**src/rtl/mult_pkg.sv**
```systemverilog
`default_nettype none
// ============================================================================
// Module      : mult_pkg
// Description : Shared width, FSM state encoding and parity helper for the
//               sequential signed multiplier responder.
// Revision    : 1.0 - initial release
// ============================================================================
package mult_pkg;

    localparam int WIDTH        = 16;
    localparam int PARITY_MAX_W = 64;

    typedef enum logic [1:0] {
        IDLE = 2'd0,
        CALC = 2'd1,
        DONE = 2'd2
    } state_t;

    // Zero-extension leaves even parity unchanged, so one fixed width serves all callers
    function automatic logic calc_parity(input logic [PARITY_MAX_W-1:0] value);
        return ^value;
    endfunction

endpackage
`default_nettype wire

```
**src/rtl/mult_seq_responder_dp.sv**
```systemverilog
`default_nettype none
// ============================================================================
// Module      : mult_shift_add_dp
// Description : Sign-magnitude shift-add datapath: one partial product per step,
//               WIDTH steps per multiply, two's-complement fix-up on the output.
// Revision    : 1.0 - initial release
// ============================================================================
module mult_shift_add_dp #(
    parameter int WIDTH = 16
) (
    input  logic                 clk,
    input  logic                 rst,
    input  logic                 load_i,
    input  logic                 step_i,
    input  logic [WIDTH-1:0]     a_i,
    input  logic [WIDTH-1:0]     b_i,
    output logic                 done_o,
    output logic [2*WIDTH-1:0]   product_o
);

    localparam int CW = $clog2(WIDTH);

    logic [WIDTH-1:0]   mcand_q,  mcand_d;
    logic [WIDTH-1:0]   mplier_q, mplier_d;
    logic [2*WIDTH-1:0] acc_q,    acc_d;
    logic [CW-1:0]      cnt_q,    cnt_d;
    logic               sign_q,   sign_d;
    logic [WIDTH:0]     upper_sum;
    logic [2*WIDTH:0]   shifted;

    // Unsigned magnitude; -2**(WIDTH-1) maps onto itself, which is correct unsigned
    function automatic logic [WIDTH-1:0] magnitude(input logic [WIDTH-1:0] v);
        return v[WIDTH-1] ? ({WIDTH{1'b0}} - v) : v;
    endfunction

    always_comb begin
        mcand_d   = mcand_q;
        mplier_d  = mplier_q;
        acc_d     = acc_q;
        cnt_d     = cnt_q;
        sign_d    = sign_q;
        upper_sum = {1'b0, acc_q[2*WIDTH-1:WIDTH]}
                  + (mplier_q[0] ? {1'b0, mcand_q} : {(WIDTH+1){1'b0}});
        shifted   = {upper_sum, acc_q[WIDTH-1:0]};
        if (load_i) begin
            mcand_d  = magnitude(a_i);
            mplier_d = magnitude(b_i);
            sign_d   = a_i[WIDTH-1] ^ b_i[WIDTH-1];
            acc_d    = '0;
            cnt_d    = '0;
        end else if (step_i) begin
            acc_d    = shifted[2*WIDTH:1];
            mplier_d = mplier_q >> 1;
            cnt_d    = cnt_q + CW'(1);
        end
    end

    always_ff @(posedge clk) begin
        if (rst) begin
            mcand_q  <= '0;
            mplier_q <= '0;
            acc_q    <= '0;
            cnt_q    <= '0;
            sign_q   <= 1'b0;
        end else begin
            mcand_q  <= mcand_d;
            mplier_q <= mplier_d;
            acc_q    <= acc_d;
            cnt_q    <= cnt_d;
            sign_q   <= sign_d;
        end
    end

    assign done_o    = (cnt_q == CW'(WIDTH-1));
    assign product_o = sign_q ? ({(2*WIDTH){1'b0}} - acc_q) : acc_q;

endmodule
`default_nettype wire

```
**src/rtl/mult_seq_responder.sv**
```systemverilog
`default_nettype none
// ============================================================================
// Module      : mult_seq_responder
// Description : req/ack responder for a signed sequential multiplier with
//               operand parity checking and registered, parity-tagged result.
// Revision    : 1.0 - initial release
// ============================================================================
module mult_seq_responder #(
    parameter int WIDTH = mult_pkg::WIDTH
) (
    input  logic                 clk,
    input  logic                 rst,
    input  logic                 req,
    input  logic [WIDTH-1:0]     arg_a,
    input  logic                 arg_a_parity,
    input  logic [WIDTH-1:0]     arg_b,
    input  logic                 arg_b_parity,
    output logic                 ack,
    output logic [2*WIDTH-1:0]   result,
    output logic                 result_parity,
    output logic                 result_rdy,
    output logic                 arg_parity_error
);

    import mult_pkg::*;

    state_t             state_q, state_d;
    logic               ack_q, ack_d;
    logic               rdy_q, rdy_d;
    logic               perr_q, perr_d;
    logic               err_q, err_d;
    logic               rpar_q, rpar_d;
    logic [2*WIDTH-1:0] result_q, result_d;
    logic               dp_load, dp_step, dp_done;
    logic [2*WIDTH-1:0] dp_product;
    logic               operand_bad;

    assign operand_bad = (arg_a_parity != calc_parity(PARITY_MAX_W'(arg_a)))
                       | (arg_b_parity != calc_parity(PARITY_MAX_W'(arg_b)));

    mult_shift_add_dp #(
        .WIDTH     (WIDTH)
    ) u_dp (
        .clk       (clk),
        .rst       (rst),
        .load_i    (dp_load),
        .step_i    (dp_step),
        .a_i       (arg_a),
        .b_i       (arg_b),
        .done_o    (dp_done),
        .product_o (dp_product)
    );

    always_comb begin
        state_d  = state_q;
        ack_d    = 1'b0;
        rdy_d    = 1'b0;
        perr_d   = perr_q;
        err_d    = err_q;
        rpar_d   = rpar_q;
        result_d = result_q;
        dp_load  = 1'b0;
        dp_step  = 1'b0;
        case (state_q)
            IDLE: begin
                if (req) begin
                    dp_load = 1'b1;
                    ack_d   = 1'b1;
                    perr_d  = operand_bad;
                    state_d = operand_bad ? DONE : CALC;
                end
            end
            CALC: begin
                dp_step = 1'b1;
                if (dp_done) begin
                    state_d = DONE;
                end
            end
            DONE: begin
                // Output registers load here, so result_rdy lands the cycle after DONE
                rdy_d   = 1'b1;
                state_d = IDLE;
                if (perr_q) begin
                    result_d = '0;
                    rpar_d   = 1'b0;
                    err_d    = 1'b1;
                end else begin
                    result_d = dp_product;
                    rpar_d   = calc_parity(PARITY_MAX_W'(dp_product));
                    err_d    = 1'b0;
                end
            end
            default: begin
                state_d = IDLE;
            end
        endcase
    end

    always_ff @(posedge clk) begin
        if (rst) begin
            state_q  <= IDLE;
            ack_q    <= 1'b0;
            rdy_q    <= 1'b0;
            perr_q   <= 1'b0;
            err_q    <= 1'b0;
            rpar_q   <= 1'b0;
            result_q <= '0;
        end else begin
            state_q  <= state_d;
            ack_q    <= ack_d;
            rdy_q    <= rdy_d;
            perr_q   <= perr_d;
            err_q    <= err_d;
            rpar_q   <= rpar_d;
            result_q <= result_d;
        end
    end

    assign ack              = ack_q;
    assign result_rdy       = rdy_q;
    assign arg_parity_error = err_q;
    assign result_parity    = rpar_q;
    assign result           = result_q;

endmodule
`default_nettype wire

```
**config.mk**
```make
export PLATFORM = sky130hd
export DESIGN_NAME = mult_seq_responder
export DESIGN_NICKNAME = d
export VERILOG_FILES = /design/src/rtl/mult_pkg.sv /design/src/rtl/mult_seq_responder_dp.sv /design/src/rtl/mult_seq_responder.sv
export SDC_FILE = /design/constraint.sdc
export NUM_CORES = 1
export LEC_CHECK = 0
export ABC_CLOCK_PERIOD_IN_PS = 6300
export BUFFER_PORTS_ARGS = -buffer_cell sky130_fd_sc_hd__clkbuf_2
export CORE_MARGIN = 5
export CORE_UTILIZATION = 25
export DETAILED_ROUTE_END_ITERATION = 10
export PLACE_DENSITY_LB_ADDON = 0.15
export SETUP_SLACK_MARGIN = 0.1
export SLEW_MARGIN = 5
export SYNTH_ARGS = -nofsm -noshare
export SYNTH_HDL_FRONTEND = slang
export SYNTH_HIERARCHICAL = 1
export SYNTH_SLANG_ARGS = --single-unit
```
**constraint.sdc**
```tcl
create_clock -name clk -period 6.3 [get_ports clk]
set_input_delay 1.26 -clock clk [delete_from_list [all_inputs] [get_ports clk]]
set_output_delay 1.26 -clock clk [all_outputs]
set_load 0.01 [all_outputs]
```
# After elaboration in Yosys (flattened, before gate mapping)
# Cells that the tools add are included.
[op_classes]
n_reduce_logical = 8
div_mod_pow = 0
n_eq_ne = 7
mux = 17
bitwise = 2
mul = 0
n_lt_le_gt_ge = 0
addsub = 5
n_shift = 0
[op_table]
columns = ["cell", "n"]
rows = [
  ["$reduce_xor 64->1", 3],
  ["$mux 16", 5],
  ["$mux 32", 2],
  ["$sub 1x16->16 const A", 2],
  ["$sub 1x32->32 const A", 1],
  ["$add 16x17->17", 1],
  ["$mux 1", 6],
  ["$mux 2", 3],
  ["$add 4x1->4 const B", 1],
  ["$eq 4x4->1 const B", 1],
  ["$ne 2x2->1 const B", 2],
  ["$pmux 2 s2", 1],
  ["$reduce_and 2->1", 2],
  ["$eq 2x1->1 const B", 1],
  ["$eq 2x2->1 const B", 1],
  ["$logic_not 2->1", 1],
  ["$ne 1x1->1", 2],
  ["$reduce_bool 2->1", 1],
  ["$reduce_or 2->1", 1],
  ["$or 1x1->1", 1],
  ["$xor 1x1->1", 1],
]
[word_totals]
memories = 0
rom_bits = 0
latch_bits = 0
wordCells = 51
register_bits = 108
ramBits = 0
out_inout_bits = 36

# Logic depth before layout (Yosys ltp)
[depth]
word_depth = 6
mapped_depth = 14
ltp_nobuf = 14

# Hierarchy
# The synthesis kept the hierarchy.
[by_module_without_submodules]
columns = ["mod", "seq_area_each_um2", "n_inst", "area_per_inst_um2", "cells_each"]
rows = [
  ["mult_shift_add_dp", 1381.3, 1, 4623.2, 558],
  ["mult_seq_responder", 780.7, 1, 2020.7, 232],
]

# Least setup slack after synthesis
# No wires, ideal clock.
[synth_path]
path_type = "register to register"
from = "register u_dp.acc_q[19]"
to = "register rpar_q (netlist: result_parity)"
setup_ns = 0.071
setup_slack_ns = 3.093
stages_incl_launch_ff = 14
n_path_buf = 0
arrival_ns = 3.137
path_cell_list = "dfxtp_1 -> nor4_2 -> nand2b_1 -> or4_4 -> or4_4 -> o31ai_2 -> xnor2_1 -> xnor2_1 -> xnor2_1 -> xnor2_1 -> xnor2_1 -> xnor2_1 -> or3_1 -> a21oi_1"
[synth_between]
elab_chain_cells = 4
[synth_lines]
columns = ["item", "line_no", "source"]
rows = [
  ["start: declaration", "mult_seq_responder_dp.sv:25", "logic [2*WIDTH-1:0] acc_q, acc_d;"],
  ["start signal: assignment", "mult_seq_responder_dp.sv:62", "acc_q <= '0;"],
  ["start signal: assignment", "mult_seq_responder_dp.sv:68", "acc_q <= acc_d;"],
  ["$sub 1x32->32", "mult_seq_responder_dp.sv:75", "assign product_o = sign_q ? ({(2*WIDTH){1'b0}} - acc_q) : acc_q;"],
  ["$mux 32", "mult_seq_responder_dp.sv:75", ""],
  ["named net dp_product[31]", "mult_seq_responder.sv:35", "logic [2*WIDTH-1:0] dp_product;"],
  ["$reduce_xor 64->1", "mult_pkg.sv:21", "return ^value;"],
  ["$mux 1", "mult_seq_responder.sv:83", "if (perr_q) begin"],
  ["end signal: assignment", "mult_seq_responder.sv:114", "rpar_q <= rpar_d;"],
  ["end: declaration", "mult_seq_responder.sv:32", "logic rpar_q, rpar_d;"],
]
# The timed path passes the listed nets, and every way through them passes these cells.
# A chain may end at the register's enable or synchronous reset.

# Final worst setup path
# Same ends and word-level chain as after synthesis.

==> flow_metrics.tcl <==
set metrics [dict create \
    status "finished, final reports clean" \
    synth_area_sq_um 6640 \
    clk_pin_slew_ns 0.07 \
    synth_top_flop_cell "dfxtp_1" \
    post-route-min-period_ns 3.43 \
    core_region_area_sq_um 26100 \
    ys_seq_area_share_pct 32.5 \
    hold_buffers 0 \
    synth_warnings 6 \
    hold_viol 0 \
    antenna_found_initial 0 \
    syn_inst 790 \
    dr.pass1.iters 4 \
    cap_violations 0 \
    cts_buffers 9 \
    synth.distinct_cells 50 \
    fillers 2887 \
    cts.sink_count 108 \
    drc_errors 0 \
    timing_worst_setup_path_type "flop to flop" \
    die_w_um 173 \
    synthArstFlopShare_pct 0 \
    clk_latency_ns 0.35 \
    die_area_sq_um 29900 \
    drtIter0Drc 240 \
    io_buffers 72 \
    start_util_pct 25.4 \
    worstSetupEndpointType "flop" \
    finalWeightedCongestion 0.796 \
    clock.fmax_ghz 0.292 \
    hp-class "flop to flop" \
    start_kind "flop" \
    syn-num-nets 848 \
    io_pins 73 \
    cts_tree "yes" \
    setup_violations 0 \
    track_usage_pct 11.4 \
    fin_util_pct 29.1 \
    vias 5424 \
    tightest_slew_ns 1.13 \
    num_rows 59 \
    synth-edff-count 0 \
    period_share_pct 54.4 \
    powerDensity_nw_per_um2 274 \
    post_cts_buffers 0 \
    htreeDepth 3 \
    setup_tns_ns 0 \
    required_ns 6.58 \
    crit_fanout 7 \
    grt-ovfl-total 0 \
    avgRoutedWirePerCell_um 14.5 \
    post_drt_via_cell_ratio 4.63 \
    max-vdd-ir-drop_mv 0.122 \
    skew_ns 0.00723 \
    syn_to_final_growth_pct 14.3 \
    power.total_mw 2.08 \
    grt_pass1_vias 5301 \
    syn_avg_cell_area_sq_um 8.41 \
    ys_seq_elements 108 \
    grt_max_degree 69 \
    nNetsFinal 889 \
    dpl.hpwl_um 12600 \
    die_h_um 173 \
    drive_above_1_share_pct 12.7 \
    root_buffer "clkbuf_16" \
    relSlewSlack_pct 24.9 \
    grt_pass1_wl_um 28400 \
    routed_wl_um 17000 \
    cts_buffer_depth 2 \
    cts_resized 0 \
    drv_slew 0 \
    arrival_ns 3.71 \
    drtAntennaViolNets 0 \
    diodes 0 \
    grt_setup_unrepaired "false" \
    leakage_nw 2.80 \
]
-- power by group --
group / switching, mW / internal, mW
sequential: 0.0671 / 0.755
combinational: 0.404 / 0.283
clock: 0.268 / 0.309
total: 0.738 / 1.35
-- placed cells by master (no fill, tap or decap), drive strengths merged, types with 9 or more instances in the layout --
cell	synthesis	routed
a211oi	34	34
a21oi	53	53
and2	16	16
clkbuf	37	82
dfxtp	108	108
ha	20	20
inv	14	15
mux2i	33	33
nand2	36	36
nand2b	9	9
nor2	90	90
nor2b	14	14
nor3b	35	35
o21ai	41	41
o31ai	17	17
o41ai	9	9
or3	9	9
xnor2	102	102
xor2	31	31
-- state kept, by name, indices dropped and copies added (netlist names) --
register and count:
result_rdy 1, u_dp/cnt_q 4, u_dp/acc_q 32, arg_parity_error 1, result_parity 1, u_dp/sign_q 1
u_dp/mplier_q 16, ack 1, perr_q 1, u_dp/mcand_q 16, state_q 2, result 32
-- worst paths after layout --
path | startpoint | endpoint | slack (ns) | cells after the start
max | u_dp/acc_q[19] | result_parity | 2.87 | 13
min | u_dp/mcand_q[9] | u_dp/mcand_q[9] | 0.45 | 2
max reg2reg | u_dp/acc_q[19] | result_parity | 2.87 | 13
min reg2reg | u_dp/mcand_q[9] | u_dp/mcand_q[9] | 0.45 | 2
-- routing by layer --
| metal | part of all wire [%] | up-vias | wire [um] | track usage (%) |
|---|---|---|---|---|
| li1 | - | 2871 | - | - |
| met1 | 54 | 2451 | 9210 | 16.8 |
| met2 | 41 | 95 | 6970 | 16.8 |
| met3 | 3.8 | 7 | 650 | 2.75 |
| met4 | 0.93 | 0 | 158 | 2.33 |
| met5 | 0 | - | 0 | 0 |
-- synth_stat cells, drive strengths merged, types with 4 or more instances --
library cell | count | area [sq um]
mux2i | 33 | 330
o41ai | 9 | 78.8
a21oi | 53 | 265
nor2 | 90 | 338
or3 | 9 | 56.3
and2 | 16 | 100
nand2b | 9 | 56.3
xnor2 | 102 | 893
dfxtp | 108 | 2160
nor4 | 5 | 37.5
a211oi | 34 | 255
clkbuf | 37 | 139
o31ai | 17 | 133
buf | 12 | 48.8
nor2b | 14 | 87.6
xor2 | 31 | 272
inv | 14 | 52.6
o22ai | 8 | 50.1
a31oi | 4 | 25.0
nand3b | 6 | 45.0
or4 | 6 | 56.3
nand2 | 36 | 135
o211ai | 4 | 30.0
nand3 | 8 | 40.0
nor3b | 35 | 273
ha | 20 | 250
nor3 | 4 | 20.0
o21ai | 41 | 205
-- worst max-delay path, stage by stage, from the launching register on --
cell	delay, ns
dfxtp_1	0.39
nor4_2	0.35
nand2b_1	0.15
or4_4	0.45
or4_4	0.44
o31ai_2	0.25
xnor2_1	0.19
xnor2_1	0.16
xnor2_1	0.15
xnor2_1	0.15
xnor2_1	0.15
xnor2_1	0.08
or3_1	0.30
a21oi_1	0.13
-- logic make-up after synthesis --
family	count (synthesis)	synth area share, %
DFF	108	32.5
buffers and inverters	63	3.62
adders and majority gates	21	4.07
muxes	33	4.97
xor gates and xnor gates	133	17.5
and+or+nand+nor	247	19.7
AOI/OAI and AO/OA	185	17.6
-- layout make-up --
| type | instances | area [sq um] | share of cell area (%) |
|---|---|---|---|
| clock inverters | 6 | 63.8 | 0.840 |
| clock buffers | 10 | 229 | 3.01 |
| well taps | 335 | 419 | 5.52 |
| multi-input cells | 619 | 4260 | 56.0 |
| inverters | 14 | 52.6 | 0.692 |
| flip-flops and latches | 108 | 2160 | 28.5 |
| repair buffers | 79 | 413 | 5.44 |
-- through the flow --
step | instance area (sq um) | std cells | hold slack (ns) | setup WS, ns
2_1_floorplan | 6640 | 790 | 0.417 | 3.09
3_3_place_gp | 7300 | 1155 | 0.435 | 2.87
3_5_place_dp | 7300 | 1155 | 0.442 | 2.81
4_1_cts | 7600 | 1171 | 0.459 | 2.82
5_1_grt | 7600 | 1171 | 0.498 | 2.62
6_report | 7600 | 1171 | 0.450 | 2.87
(Power assumes the default switching activity.)
